File: config.mk
export PLATFORM = sky130hd
export DESIGN_NAME = cache_port_arbiter
export DESIGN_NICKNAME = d
export VERILOG_FILES = /design/src/rtl/cache_port_arbiter.sv
export SDC_FILE = /design/constraint.sdc
export NUM_CORES = 1
export LEC_CHECK = 0
export ABC_CLOCK_PERIOD_IN_PS = 2600
export CORE_ASPECT_RATIO = 1.25
export CORE_MARGIN = 10
export CORE_UTILIZATION = 30
export DETAILED_ROUTE_END_ITERATION = 6
export GPL_ROUTABILITY_DRIVEN = 0
export SYNTH_ARGS = -nofsm -noshare
export SYNTH_HDL_FRONTEND = slang
export SYNTH_SLANG_ARGS = --single-unit
File: constraint.sdc
create_clock -name CLK -period 2.6 [get_ports CLK]
set_input_delay 0.52 -clock CLK [delete_from_list [all_inputs] [get_ports CLK]]
set_output_delay 0.52 -clock CLK [all_outputs]
set_load 0.03 [all_outputs]
File: src/rtl/cache_port_arbiter.sv
// Two-port arbiter sharing one cache between instruction fetch and data access.
// Optional ROUND_ROBIN_EN selects alternating priority instead of fixed data-over-fetch.
module cache_port_arbiter #(
    parameter int unsigned AW    = 10,
    parameter int unsigned DW    = 32,
    parameter int unsigned CNT_W = 16
) (
    input  logic             CLK,
    input  logic             RST,
    input  logic             i_req,
    input  logic [AW-1:0]    i_addr,
    output logic             i_ack,
    output logic [DW-1:0]    i_rdata,
    input  logic             d_req,
    input  logic             d_we,
    input  logic [AW-1:0]    d_addr,
    input  logic [DW-1:0]    d_wdata,
    output logic             d_ack,
    output logic [DW-1:0]    d_rdata,
    output logic             c_read,
    output logic             c_write,
    output logic [AW-1:0]    c_addr,
    output logic [DW-1:0]    c_wdata,
    input  logic             c_stall,
    input  logic [DW-1:0]    c_rdata,
    output logic             gnt_d,
    output logic [CNT_W-1:0] stall_cnt
);

    localparam logic [1:0] S_IDLE = 2'd0;
    localparam logic [1:0] S_BUSY = 2'd1;
    localparam logic [1:0] S_RESP = 2'd2;

    logic [1:0]       state_q, state_d;
    logic             owner_q, owner_d;
    logic             we_q, we_d;
    logic [AW-1:0]    addr_q, addr_d;
    logic [DW-1:0]    wdata_q, wdata_d;
    logic [DW-1:0]    i_rdata_q, i_rdata_d;
    logic [DW-1:0]    d_rdata_q, d_rdata_d;
    logic             i_ack_q, i_ack_d;
    logic             d_ack_q, d_ack_d;
    logic             c_read_q, c_read_d;
    logic             c_write_q, c_write_d;
    logic [AW-1:0]    c_addr_q, c_addr_d;
    logic [DW-1:0]    c_wdata_q, c_wdata_d;
    logic             gnt_d_q, gnt_d_d;
    logic [CNT_W-1:0] stall_cnt_q, stall_cnt_d;
    logic             pick_data;

`ifdef ROUND_ROBIN_EN
    // 0 = fetch served last, so data wins the next tie.
    logic last_q, last_d;
    assign pick_data = d_req & (~i_req | ~last_q);
`else
    assign pick_data = d_req;
`endif

    // Next-state and registered-output logic
    always_comb begin
        state_d     = state_q;
        owner_d     = owner_q;
        we_d        = we_q;
        addr_d      = addr_q;
        wdata_d     = wdata_q;
        i_rdata_d   = i_rdata_q;
        d_rdata_d   = d_rdata_q;
        stall_cnt_d = stall_cnt_q;
        i_ack_d     = 1'b0;
        d_ack_d     = 1'b0;
        c_read_d    = 1'b0;
        c_write_d   = 1'b0;
        c_addr_d    = '0;
        c_wdata_d   = '0;
        gnt_d_d     = 1'b0;
`ifdef ROUND_ROBIN_EN
        last_d      = last_q;
`endif
        case (state_q)
            S_IDLE: begin
                if (i_req || d_req) begin
                    owner_d   = pick_data;
                    we_d      = pick_data & d_we;
                    addr_d    = pick_data ? d_addr : i_addr;
                    wdata_d   = pick_data ? d_wdata : '0;
                    state_d   = S_BUSY;
                    c_read_d  = ~we_d;
                    c_write_d = we_d;
                    c_addr_d  = addr_d;
                    c_wdata_d = wdata_d;
                    gnt_d_d   = pick_data;
                end
            end
            S_BUSY: begin
                gnt_d_d = owner_q;
                if (!c_stall) begin
                    state_d = S_RESP;
                    if (owner_q) begin
                        d_rdata_d = c_rdata;
                        d_ack_d   = 1'b1;
                    end else begin
                        i_rdata_d = c_rdata;
                        i_ack_d   = 1'b1;
                    end
                end else begin
                    c_read_d  = ~we_q;
                    c_write_d = we_q;
                    c_addr_d  = addr_q;
                    c_wdata_d = wdata_q;
                    if (stall_cnt_q != {CNT_W{1'b1}}) begin
                        stall_cnt_d = stall_cnt_q + CNT_W'(1);
                    end
                end
            end
            S_RESP: begin
                state_d = S_IDLE;
`ifdef ROUND_ROBIN_EN
                last_d  = owner_q;
`endif
            end
            default: state_d = S_IDLE;
        endcase
    end

    always_ff @(posedge CLK) begin
        if (RST) begin
            state_q     <= S_IDLE;
            owner_q     <= 1'b0;
            we_q        <= 1'b0;
            addr_q      <= '0;
            wdata_q     <= '0;
            i_rdata_q   <= '0;
            d_rdata_q   <= '0;
            i_ack_q     <= 1'b0;
            d_ack_q     <= 1'b0;
            c_read_q    <= 1'b0;
            c_write_q   <= 1'b0;
            c_addr_q    <= '0;
            c_wdata_q   <= '0;
            gnt_d_q     <= 1'b0;
            stall_cnt_q <= '0;
`ifdef ROUND_ROBIN_EN
            last_q      <= 1'b0;
`endif
        end else begin
            state_q     <= state_d;
            owner_q     <= owner_d;
            we_q        <= we_d;
            addr_q      <= addr_d;
            wdata_q     <= wdata_d;
            i_rdata_q   <= i_rdata_d;
            d_rdata_q   <= d_rdata_d;
            i_ack_q     <= i_ack_d;
            d_ack_q     <= d_ack_d;
            c_read_q    <= c_read_d;
            c_write_q   <= c_write_d;
            c_addr_q    <= c_addr_d;
            c_wdata_q   <= c_wdata_d;
            gnt_d_q     <= gnt_d_d;
            stall_cnt_q <= stall_cnt_d;
`ifdef ROUND_ROBIN_EN
            last_q      <= last_d;
`endif
        end
    end

    assign i_ack     = i_ack_q;
    assign i_rdata   = i_rdata_q;
    assign d_ack     = d_ack_q;
    assign d_rdata   = d_rdata_q;
    assign c_read    = c_read_q;
    assign c_write   = c_write_q;
    assign c_addr    = c_addr_q;
    assign c_wdata   = c_wdata_q;
    assign gnt_d     = gnt_d_q;
    assign stall_cnt = stall_cnt_q;

endmodule
Yosys cells after proc, flatten, opt, wreduce, memory -nomap -nowiden
Cells that the tools add are included.

storage, ports and cells
  flip-flop bits (word level) = 173
  output and inout bits = 127
  logic and storage cells = 55

cells by class
  add/subtract/negate cells = 1
  eq/ne operators = 4
  muxes and demuxes = 21
  bitwise operators = 6
  reduce and logical (&&, ||, !) cells = 8

operators by type and width
  kind                                                             count
  32-bit two-way mux                                               3
  32-bit one-hot mux with 2 select lines                           1
  10-bit two-way mux                                               3
  10-bit one-hot mux with 2 select lines                           1
  16-bit by 1-bit adder with 16-bit output, second input constant  1
  16-bit != test, second input constant                            1
  3-bit AND reduction                                              3
  1-bit two-way mux                                                7
  1-bit one-hot mux with 2 select lines                            3
  1-bit inverter                                                   5
  2-bit two-way mux                                                2
  2-bit != test, second input constant                             2
  2-bit one-hot mux with 2 select lines                            1
  2-bit AND reduction                                              2
  3-bit OR reduction                                               1
  2-bit by 1-bit == test with 1-bit output, second input constant  1
  2-bit logical NOT                                                1
  1-bit bitwise AND                                                1
  1-bit logical OR                                                 1

Depth between registers and ports, before layout
  word-level depth = 4
  depth in mapped cells = 6

Worst setup path before layout
Ideal clock, no wire load.

  path kind = register to register
  start = register stall_cnt_q[3] (netlist: stall_cnt[3])
  end = register stall_cnt_q[15] (netlist: stall_cnt[15])
  library setup time = 0.070 ns
  arrival time = 2.000 ns
  required time = 2.530 ns
  path slack = 0.529 ns
  cell stages (with the launch flop) = 6
  period minus slack after synthesis = 2.071 ns
  path through = dfxtp_1 nand4_2 or4_1 clkbuf_2 or4_1 a21oi_1

between the ends
  cells in the longest elaborated chain, start to end = 2
  elaborated cells on any way between the ends = 3
  those cells by class = add/sub (1); eq/ne (1); reduce/logical (1)

RTL lines
  item                                                                              RTL line  RTL
  from (decl)                                                                       48        logic [CNT_W-1:0] stall_cnt_q, stall_cnt_d;
  from (signal assigned)                                                            160       stall_cnt_q <= stall_cnt_d;
  branches (longest 2 deep; another with 16-bit by 1-bit adder with 16-bit output)  --

Parallel ways; which one is timed is not known.
A chain may end at the register's enable or synchronous reset.

Worst setup path in the final report
  start = register stall_cnt_q[2] (netlist: stall_cnt[2])
  end = output stall_cnt[2]

RTL lines
  item       RTL line  RTL
  to (decl)  27        output logic [CNT_W-1:0] stall_cnt

No word-level cell between the ends.

==> impl_results.md <==
- Syn nets: 834
- CP Launch Type: register
- Worst path cell trace: clkdlybuf4s50_1
- Layout cells sized above 1: 0.0702
- Count of buffer and inverter cells on the critical path: 1
- CP max stage delay: roughly 0.72 ns
- Post-synth EDFFs: 0
- Core area: approximately 20000 sq um
- Synthesis Warnings: 0
- Initial Util: 0.304
- Min cycle time layout: 2.12 ns
- Critical path's slowest cell: clkdlybuf4s50_1
- Dominant cells by area after synthesis: dfxtp_1 (57%), nand2_1 (16%), a21oi_1 (14%)
- Unrepaired setup endpoints after global routing: false
- Die Span Y: 180 um
- Via density: 4.63
- Reg2reg path depth: 5
- CP required: around 2.1 ns
- Clk_lat worst skew: 0.43 ns
- Final net count: just over 1000
- Clock-pin slew on the worst setup and hold paths: 0.07 ns
- Crit-path max FO: 7
- Vias in the first global route: around 5500
- Pwr/cell area: slightly below 700 nW/um^2
- Dominant cell type by area after synthesis: dfxtp_1
- RR Startpoint: stall_cnt[0]
- Final setup violation count: 0
- Leak: 3.17 nW
- Commonest register cell after synthesis: dfxtp_1
- Postcts setup bufs: 0
- Worst min-delay path category: register to register
- Post-DRT Antenna Nets: 0
- Place WS: 0.0952 ns
- Most numerous cell in the Yosys netlist: nand2_1
- Status: finished clean
- Drt pass-1 iters: 4
- Hold Path End: d_rdata[6]
- Peak VDD IR: 0.393 mV
- Final Skew: 0.0109 ns
- Residual DRC: 0
- Endpoint kind of the worst setup timing path: output port
- Number of distinct library cells after synthesis: 32
- Synth Instances: 743
- Largest net degree at the start of global routing: 50
- Initial antenna violation count: 0
- R2R Setup Slk: 0.57 ns
- Critical path class: register to output port
- CP top delay family: buffers and inverters
- Worst-Margin Slew: between 0.6 and 0.7 ns
- Port bufs: 216
- Seq/Total Area, Yosys: 0.567
- Post-CTS Hold Buffers: 0
- Share of Yosys cell area claimed by the top area cell type: 0.567
- #FFs+latches synth: 173
- Hold path depth: 2
- Top Ports: roughly 220
- Top post-synthesis cells by count: nand2_1 (264), dfxtp_1 (173), a21oi_1 (167), clkbuf_1 (49), mux2_2 (12)
- Root Buffer: clkbuf_16
- Final period utilization: 0.816
- Synth-to-Final Area Change: 50.9%
- Setup TNS: 0 ns
- Post-synth ARST share: 0
- Die W: 148 um
- Synthesized area: just over 6000 sq um
- Max cap viols: 0
- First-pass GRT wire length: 30900 um
- Tot GR Track Use: 0.143
- Routed WL per cell: 15.8 um
- Total gr overflow: 0
- Fill cells: ~2000
- Via Count: around 5700
- CTS tree: done
- Slew HR: 0.558
- Critical Path AT: ~1.6 ns
- Depth of the CTS H-tree: 4
- DP HPWL: 13200 um
- Worst Hold Launch: d_rdata[6]
- ANT cells: 0
- Crit Reg-Reg Endpoint: stall_cnt[10]
- Final wirelength: 19400 um
- F_max: 0.471 GHz
- Final Hold Viols: 0
- Die ar.: 26500 sq um
- Initial drt markers: around 210
- Row count: 58
- Worst setup slack after layout: approximately 0.48 ns
- Num CTS Buffers: 17
- Final slew viol count: 0
- CTS max path bufs: 2
- CTS sink cnt: 173
- CTS resizes: 0
- Syn Area/Cell: 8.22 sq um
[placed cells by master, fill, tap and decap left out, types with 2 or more instances in the layout]
| master | Yosys | routed |
|---|---|---|
| and2_1 | 2 | 2 |
| nand4_1 | 2 | 2 |
| clkbuf_8 | 0 | 2 |
| nand2_1 | 264 | 264 |
| mux2_2 | 12 | 12 |
| nand2b_1 | 2 | 2 |
| buf_4 | 0 | 12 |
| clkdlybuf4s50_1 | 0 | 215 |
| o31ai_1 | 9 | 9 |
| clkbuf_16 | 0 | 17 |
| inv_6 | 0 | 4 |
| or4_1 | 10 | 10 |
| inv_1 | 3 | 3 |
| nor4_1 | 3 | 3 |
| buf_12 | 0 | 5 |
| nor2_1 | 11 | 10 |
| dfxtp_1 | 173 | 173 |
| bufinv_16 | 0 | 2 |
| nand3_1 | 7 | 7 |
| or3_1 | 6 | 6 |
| clkinv_4 | 0 | 3 |
| a21oi_1 | 167 | 167 |
| inv_8 | 0 | 2 |
| and4_1 | 2 | 2 |
| o21ai_0 | 5 | 5 |
[how the worst max path moves through the flow]
| stage | start | to | depth (start not counted) | slack [ns] |
|---|---|---|---|---|
| CTS | stall_cnt[0] | stall_cnt[0] | 1 | 0.45 |
| detailed placement | c_stall | stall_cnt[15] | 5 | 0.1 |
| floorplan | stall_cnt[3] | stall_cnt[15] | 5 | 0.53 |
| global placement | c_stall | stall_cnt[15] | 5 | 0.08 |
| global route | stall_cnt[9] | stall_cnt[9] | 1 | 0.40 |
| finish | stall_cnt[2] | stall_cnt[2] | 1 | 0.48 |
[layout make-up]
| cell class | count | area (sq um) | share of cell area |
|---|---|---|---|
| inverter | 3 | 11.3 | 0.00122 |
| tap | 270 | 338 | 0.0367 |
| clock buffer | 20 | 457 | 0.0496 |
| clock inverter | 12 | 151 | 0.0164 |
| timing repair buffer | 232 | 2340 | 0.254 |
| sequential | 173 | 3460 | 0.376 |
| multi-input combinational | 515 | 2450 | 0.266 |
[flip-flops by register name (all words and copies together), names as in the netlist, 2 cells and up]
register,count
i_rdata,32
wdata_q,32
stall_cnt,16
d_rdata,32
addr_q,10
c_addr,10
state_q,2
c_wdata,32
[where the power goes]
group	internal (mW)	switching (mW)
Sequential	2.77	0.0541
Combinational	0.351	0.453
Clock	1.50	1.15
Total	4.62	1.65
[stage by stage]
stage / cells / util / power [mW] / hold WS, ns / area [sq um]
finish: 1225 / 0.458 / 6.27 / 0.452 / 9210
global route: 1225 / 0.458 / 6.53 / 0.462 / 9210
CTS: 1225 / 0.458 / 6.35 / 0.456 / 9210
detailed placement: 1193 / 0.428 / 3.70 / 0.445 / 8600
global placement: 1193 / 0.428 / 3.69 / 0.441 / 8600
floorplan: 743 / - / 3.28 / 0.437 / 6110
[logic make-up (layout without fill, tap and decap cells)]
| logic type | Yosys count | in the layout | synth area share |
|---|---|---|---|
| AO/OA/AOI/OAI | 183 | 183 | 0.154 |
| buffers and inverters | 55 | 267 | 0.0340 |
| adder cells (fa/ha/maj) | 1 | 1 | 0.00205 |
| AND/OR/NAND/NOR | 318 | 318 | 0.219 |
| flip-flops | 173 | 173 | 0.567 |
| multiplexers | 13 | 13 | 0.0238 |
[routing by layer]
layer  GRT usage  up-vias  wire length (um)  part of all wire
met2       0.218      180              8730              0.45
met1       0.173     2603              8480              0.44
met5           0        -                 0                 0
li1            -     2867                 -                 -
met4      0.0473        0               287             0.015
met3      0.0683       18              1910             0.098
No activity file was read; power rests on OpenSTA's default activity.
